`config.mk`:
```
export PLATFORM = sky130hd
export DESIGN_NAME = mdu_ctrl
export DESIGN_NICKNAME = d
export VERILOG_FILES = /design/src/rtl/mdu_ctrl.sv
export SDC_FILE = /design/constraint.sdc
export NUM_CORES = 2
export LEC_CHECK = 0
export ABC_CLOCK_PERIOD_IN_PS = 12000
export CAP_MARGIN = 10
export CORE_MARGIN = 5
export CORE_UTILIZATION = 61
export DETAILED_ROUTE_END_ITERATION = 10
export PLACE_DENSITY = 0.79
export SYNTH_ARGS = -nofsm -noshare
export SYNTH_HDL_FRONTEND = slang
export SYNTH_SLANG_ARGS = --single-unit
```
`constraint.sdc`:
```
create_clock -name clk -period 12 [get_ports clk]
set_input_delay 3 -clock clk [delete_from_list [all_inputs] [get_ports clk]]
set_output_delay 3 -clock clk [all_outputs]
set_load 0.1 [all_outputs]
```
`src/rtl/mdu_ctrl.sv`:
```
// Multiply/divide unit controller: owns HI/LO, runs single-cycle multiply and a
// 32-cycle restoring divider, and requests pipeline stalls while busy.
module mdu_ctrl (
    input  logic        clk,
    input  logic        resetn,
    input  logic        start,
    input  logic [1:0]  op,
    input  logic [31:0] src_a,
    input  logic [31:0] src_b,
    input  logic        flush,
    input  logic        hi_we,
    input  logic        lo_we,
    input  logic [31:0] wdata,
    output logic        stall,
    output logic        done,
    output logic [31:0] hi_o,
    output logic [31:0] lo_o
);

    typedef enum logic [1:0] {
        IDLE = 2'd0,
        MUL  = 2'd1,
        DIV  = 2'd2,
        DONE = 2'd3
    } state_t;

    state_t      state_r, state_nx_s;
    logic [1:0]  op_r;
    logic [31:0] a_r, b_r;
    logic [31:0] rem_r, quo_r, div_r;
    logic [4:0]  cnt_r;

    logic        accept_s, div_last_s, wr_s, ge_s;
    logic [32:0] shift_s;
    logic [31:0] rem_nx_s, quo_nx_s, rem_fix_s, quo_fix_s;
    logic [31:0] res_hi_s, res_lo_s;
    logic [63:0] prod_s;

    function automatic logic [31:0] mag32(input logic [31:0] v, input logic is_signed);
        if (is_signed && v[31]) begin
            return ~v + 32'd1;
        end else begin
            return v;
        end
    endfunction

    function automatic logic [63:0] ext64(input logic [31:0] v, input logic is_signed);
        return {{32{is_signed & v[31]}}, v};
    endfunction

    assign accept_s   = (state_r == IDLE) & start & ~flush;
    assign div_last_s = (state_r == DIV) & (cnt_r == 5'd31);

    // State register
    always_ff @(posedge clk) begin
        if (!resetn) begin
            state_r <= IDLE;
        end else begin
            state_r <= state_nx_s;
        end
    end

    // Next-state logic; flush overrides everything, including a same-cycle start
    always_comb begin
        state_nx_s = state_r;
        if (flush) begin
            state_nx_s = IDLE;
        end else begin
            case (state_r)
                IDLE: begin
                    if (!start) begin
                        state_nx_s = IDLE;
                    end else if (!op[1]) begin
                        state_nx_s = MUL;
                    end else if (src_b == 32'd0) begin
                        state_nx_s = DONE;
                    end else begin
                        state_nx_s = DIV;
                    end
                end
                MUL:     state_nx_s = DONE;
                DIV:     state_nx_s = (cnt_r == 5'd31) ? DONE : DIV;
                DONE:    state_nx_s = IDLE;
                default: state_nx_s = IDLE;
            endcase
        end
    end

    // FSM outputs
    always_comb begin
        stall = 1'b0;
        done  = 1'b0;
        if (resetn) begin
            stall = accept_s | (state_r == MUL) | (state_r == DIV);
        end else begin
            stall = 1'b0;
        end
        done = (state_r == DONE);
    end

    // One restoring-divide step plus sign correction of the final step
    always_comb begin
        shift_s   = {rem_r, quo_r[31]};
        ge_s      = (shift_s >= {1'b0, div_r});
        rem_nx_s  = ge_s ? (shift_s[31:0] - div_r) : shift_s[31:0];
        quo_nx_s  = {quo_r[30:0], ge_s};
        quo_fix_s = (~op_r[0] & (a_r[31] ^ b_r[31])) ? (~quo_nx_s + 32'd1) : quo_nx_s;
        rem_fix_s = (~op_r[0] & a_r[31]) ? (~rem_nx_s + 32'd1) : rem_nx_s;
        prod_s    = ext64(a_r, ~op_r[0]) * ext64(b_r, ~op_r[0]);
    end

    // Result-write selection for the edge that enters DONE
    always_comb begin
        wr_s     = 1'b0;
        res_hi_s = 32'd0;
        res_lo_s = 32'd0;
        if (accept_s && op[1] && (src_b == 32'd0)) begin
            wr_s     = 1'b1;
            res_hi_s = src_a;
            res_lo_s = 32'hFFFF_FFFF;
        end else if ((state_r == MUL) && !flush) begin
            wr_s     = 1'b1;
            res_hi_s = prod_s[63:32];
            res_lo_s = prod_s[31:0];
        end else if (div_last_s && !flush) begin
            wr_s     = 1'b1;
            res_hi_s = rem_fix_s;
            res_lo_s = quo_fix_s;
        end else begin
            wr_s = 1'b0;
        end
    end

    // Operand latches, divider iteration and HI/LO; the older result beats MTHI/MTLO
    always_ff @(posedge clk) begin
        if (!resetn) begin
            op_r  <= 2'd0;
            a_r   <= 32'd0;
            b_r   <= 32'd0;
            rem_r <= 32'd0;
            quo_r <= 32'd0;
            div_r <= 32'd0;
            cnt_r <= 5'd0;
            hi_o  <= 32'd0;
            lo_o  <= 32'd0;
        end else begin
            if (accept_s) begin
                op_r  <= op;
                a_r   <= src_a;
                b_r   <= src_b;
                rem_r <= 32'd0;
                quo_r <= mag32(src_a, ~op[0]);
                div_r <= mag32(src_b, ~op[0]);
                cnt_r <= 5'd0;
            end else if (state_r == DIV) begin
                rem_r <= rem_nx_s;
                quo_r <= quo_nx_s;
                cnt_r <= div_last_s ? cnt_r : (cnt_r + 5'd1);
            end
            if (wr_s) begin
                hi_o <= res_hi_s;
                lo_o <= res_lo_s;
            end else begin
                if (hi_we) hi_o <= wdata;
                if (lo_we) lo_o <= wdata;
            end
        end
    end

endmodule

```
==> results.cfg <==
[status]
run_status = finished, final reports clean

[synth]
ys_ff_latch = 231
netlist_instances = 6193
syn-num-nets = 7678
syn_area_um2 = 53500
synth_enable_flop_cells = 0
yosys_warnings = 0
largest_area_contributor_in_the_synthesized_netlist = sky130_fd_sc_hd__fa_1
ys_async_sr_fraction = 0
synth_top_flop_cell = sky130_fd_sc_hd__dfxtp_1
synth_top_area_frac = 0.421
synthTopCellsByArea = sky130_fd_sc_hd__fa_1 42%, sky130_fd_sc_hd__dfxtp_1 8.6%, sky130_fd_sc_hd__inv_1 8.4%
ys_seq_area_frac = 0.0864
syn_avg_cell_area_um2 = 8.64
yosysUniqueCellTypes = 96

[finish]
fillerInstances = 7192
post-route-util = 0.652
design.final.nets = 7574
area_of_the_multi_input_gates_um2 = 43000
drive_above_1_share = 0.0323
syn_to_final_growth_pct = 5.80
sequential_cell_area_um2 = 4640
final_cells = 7269

[floorplan]
boundaryPins = 170
floorplan.die_area_um2 = 93800
row_count = 108
die_h_um = 306
core_area_um2 = 86900
initial_core_util = 0.616
fp.dieW_um = 306

[sta]
number_of_pins_exceeding_their_max_slew_limit_in_the_final_report = 0
layout_min_cycle_time_ns = 9.49
setup-violations-final = 0
fmax_mhz = 105
worst_clock_skew_ns = 0.0183
timing.max_slew.rel_slack = 0.220
max_slew.worst_pin.slew_ns = 1.17
timing.final.crit_share = 0.791
timing_hold_violations_final = 0
grt_setup_unrepaired = no
finalSetupTns_ns = 0

[worst_setup_path]
critical_path.reg2reg.endpoint = hi_o[31]
r2r_start = a_r[31]
timing.critical_path.slowest_stage_cell = sky130_fd_sc_hd__fa_1
cp-end-kind = flop
r2r_cells = 31
crit_cells = 31
critical_path.top_delay_family = adder cells
crit_arrival_ns = 9.93
crit_fanout = 35
cp_slowest_stage_delay_ns = 0.85
critPathCapture = hi_o[31]
r2r_slack_ns = 2.51
critical_path_buf_inv_count = 9
setup.worst_path.class = flop to flop
critPathMostFrequentCell = sky130_fd_sc_hd__fa_1
critical_path_required_ns = 12.43
timing.critical_path.from_type = flop
critical_path_origin = a_r[31]

[detailed_routing]
dr.first_iter.drc_count = 3903
drc = 0
dr_total_vias = 43049
finalWirelength_um = 154000
routed_wire_length_per_instance_um = 21.2
vias_per_cell = 5.92
number_of_detailed_route_iterations_in_the_first_pass = 6
route.antenna.remaining_nets = 0

[clock_tree]
worst_skew_pair_later_pin_latency_ns = 0.56
count_of_hold_fix_buffers_inserted_at_cts = 0
post_cts.resized_instances = 0
numCtsBuffers = 25
cts_tree = built
worst_setup_hold_path_clk_slew_ns = 0.06
cts_root_buf = sky130_fd_sc_hd__clkbuf_16
max-clock-path-buffers = 3
cts_num_sinks = 231
cts_htree_levels = 1
postCtsSetupRepairBufs = 0

[place]
place_congestion = 1.02
dpl.cell_count = 7217
port_buffers = 169
place.detailed.hpwl_um = 123000

[grt]
grt_overflow = 0
first_global_vias = 44844
gr-usage-all-layers = 0.330
antenna_violations_before_repair = 11
maximum_number_of_pins_on_one_net_before_global_route_repair = 102
first_pass_grt_wire_length_um = 246000

[min_path]
holdCritPathClass = flop to flop
hp-start = a_r[5]

[run]
maxCapViolCount = 0

[power]
report.power.total_mw = 3.34
maximum_vdd_drop_uv = 87.6
cellLeakagePower_nw = 27.0
power_density_nw_per_um2 = 58.9
==> how the worst min path moves through the flow <==
stage / end / slack, ns / cells past startpoint
final: a_r[5] / 0.47 / 2
after global routing: a_r[18] / 0.49 / 2
after CTS: a_r[5] / 0.47 / 2
after detailed placement: a_r[5] / 0.46 / 2
after global placement: a_r[13] / 0.45 / 2
after floorplan: cnt_r[4] / 0.47 / 2
==> logic make-up (layout without fill, tap and decap cells) <==
group	count (synthesis)	after routing	synth area share
and+or+nand+nor	1892	1892	0.164
other	0	8	0
xor gates and xnor gates	209	209	0.0342
DFF	231	231	0.0864
AOI/OAI and AO/OA	805	805	0.103
buffers and inverters	1572	1485	0.112
adders and majority gates	1381	1381	0.481
muxes	103	103	0.0194
==> Yosys cell counts (all sizes together), types with 85 or more instances <==
master,number
inv,1193
fa,1126
nand2,1015
and2,379
clkbuf,340
ha,255
dfxtp,231
nor2,211
a21oi,181
o21ai,164
xnor2,124
mux2i,98
xor2,85
==> layout make-up <==
cell class              count  area share
flip-flops and latches    231      0.0819
clock inverters             7     0.00117
inverters                1193      0.0791
multi-input cells        4390       0.759
diodes                      8    0.000354
well taps                1155      0.0255
repair buffers            248      0.0403
clock buffers              37      0.0127
==> stage by stage <==
step	hold slack (ns)	instance area [um2]	setup WS (ns)
finish	0.466	56600	2.51
global route	0.487	56600	2.08
CTS	0.469	56600	2.62
detailed placement	0.460	55800	2.65
global placement	0.452	55800	2.84
floorplan	0.467	53500	3.21
==> power breakdown <==
group	leakage [nW]	internal (mW)	switching, mW
Clock	0.386	0.436	0.342
Combinational	24.7	0.574	1.10
Sequential	1.90	0.811	0.0690
==> flip-flops by register name (all words and copies together) (netlist names) <==
register,flops
a_r,32
b_r,32
cnt_r,5
div_r,31
hi_o,32
lo_o,32
op_r,1
quo_r,32
rem_r,32
state_r,2
==> worst register-to-register path, delay by kind of cell (launching register included) <==
kind | cells | cell delay, ns
multiplexers | 1 | 0.17
buffers and inverters | 9 | 1.76
adder cells (fa/ha/maj) | 9 | 4.61
AO/OA/AOI/OAI | 6 | 1.55
AND/OR/NAND/NOR | 6 | 0.95
flip-flops | 1 | 0.31
==> per-layer routing <==
layer,global-route usage,vias to the layer above,share of wire,routed length (um)
met1,0.432,21750,0.38,57800
met3,0.0450,445,0.082,12500
li1,-,18785,-,-
met5,0,-,0.000085,13
met4,0.155,2,0.059,9120
met2,0.549,2067,0.48,74300
==> placed cells by master (no fill, tap or decap), types with 43 or more instances in the layout <==
master / n
sky130_fd_sc_hd__nand3_1: 43
sky130_fd_sc_hd__nor3_1: 62
sky130_fd_sc_hd__fa_1: 1126
sky130_fd_sc_hd__o211a_1: 54
sky130_fd_sc_hd__mux2i_1: 98
sky130_fd_sc_hd__buf_4: 80
sky130_fd_sc_hd__and2_1: 379
sky130_fd_sc_hd__o21ai_0: 157
sky130_fd_sc_hd__nand2_1: 1015
sky130_fd_sc_hd__nor2_1: 209
sky130_fd_sc_hd__clkdlybuf4s50_1: 168
sky130_fd_sc_hd__xor2_1: 85
sky130_fd_sc_hd__xnor2_1: 124
sky130_fd_sc_hd__dfxtp_1: 219
sky130_fd_sc_hd__a21boi_0: 73
sky130_fd_sc_hd__a21o_1: 49
sky130_fd_sc_hd__ha_1: 254
sky130_fd_sc_hd__a21oi_1: 179
sky130_fd_sc_hd__inv_1: 1191
(Power assumes the default switching activity.)
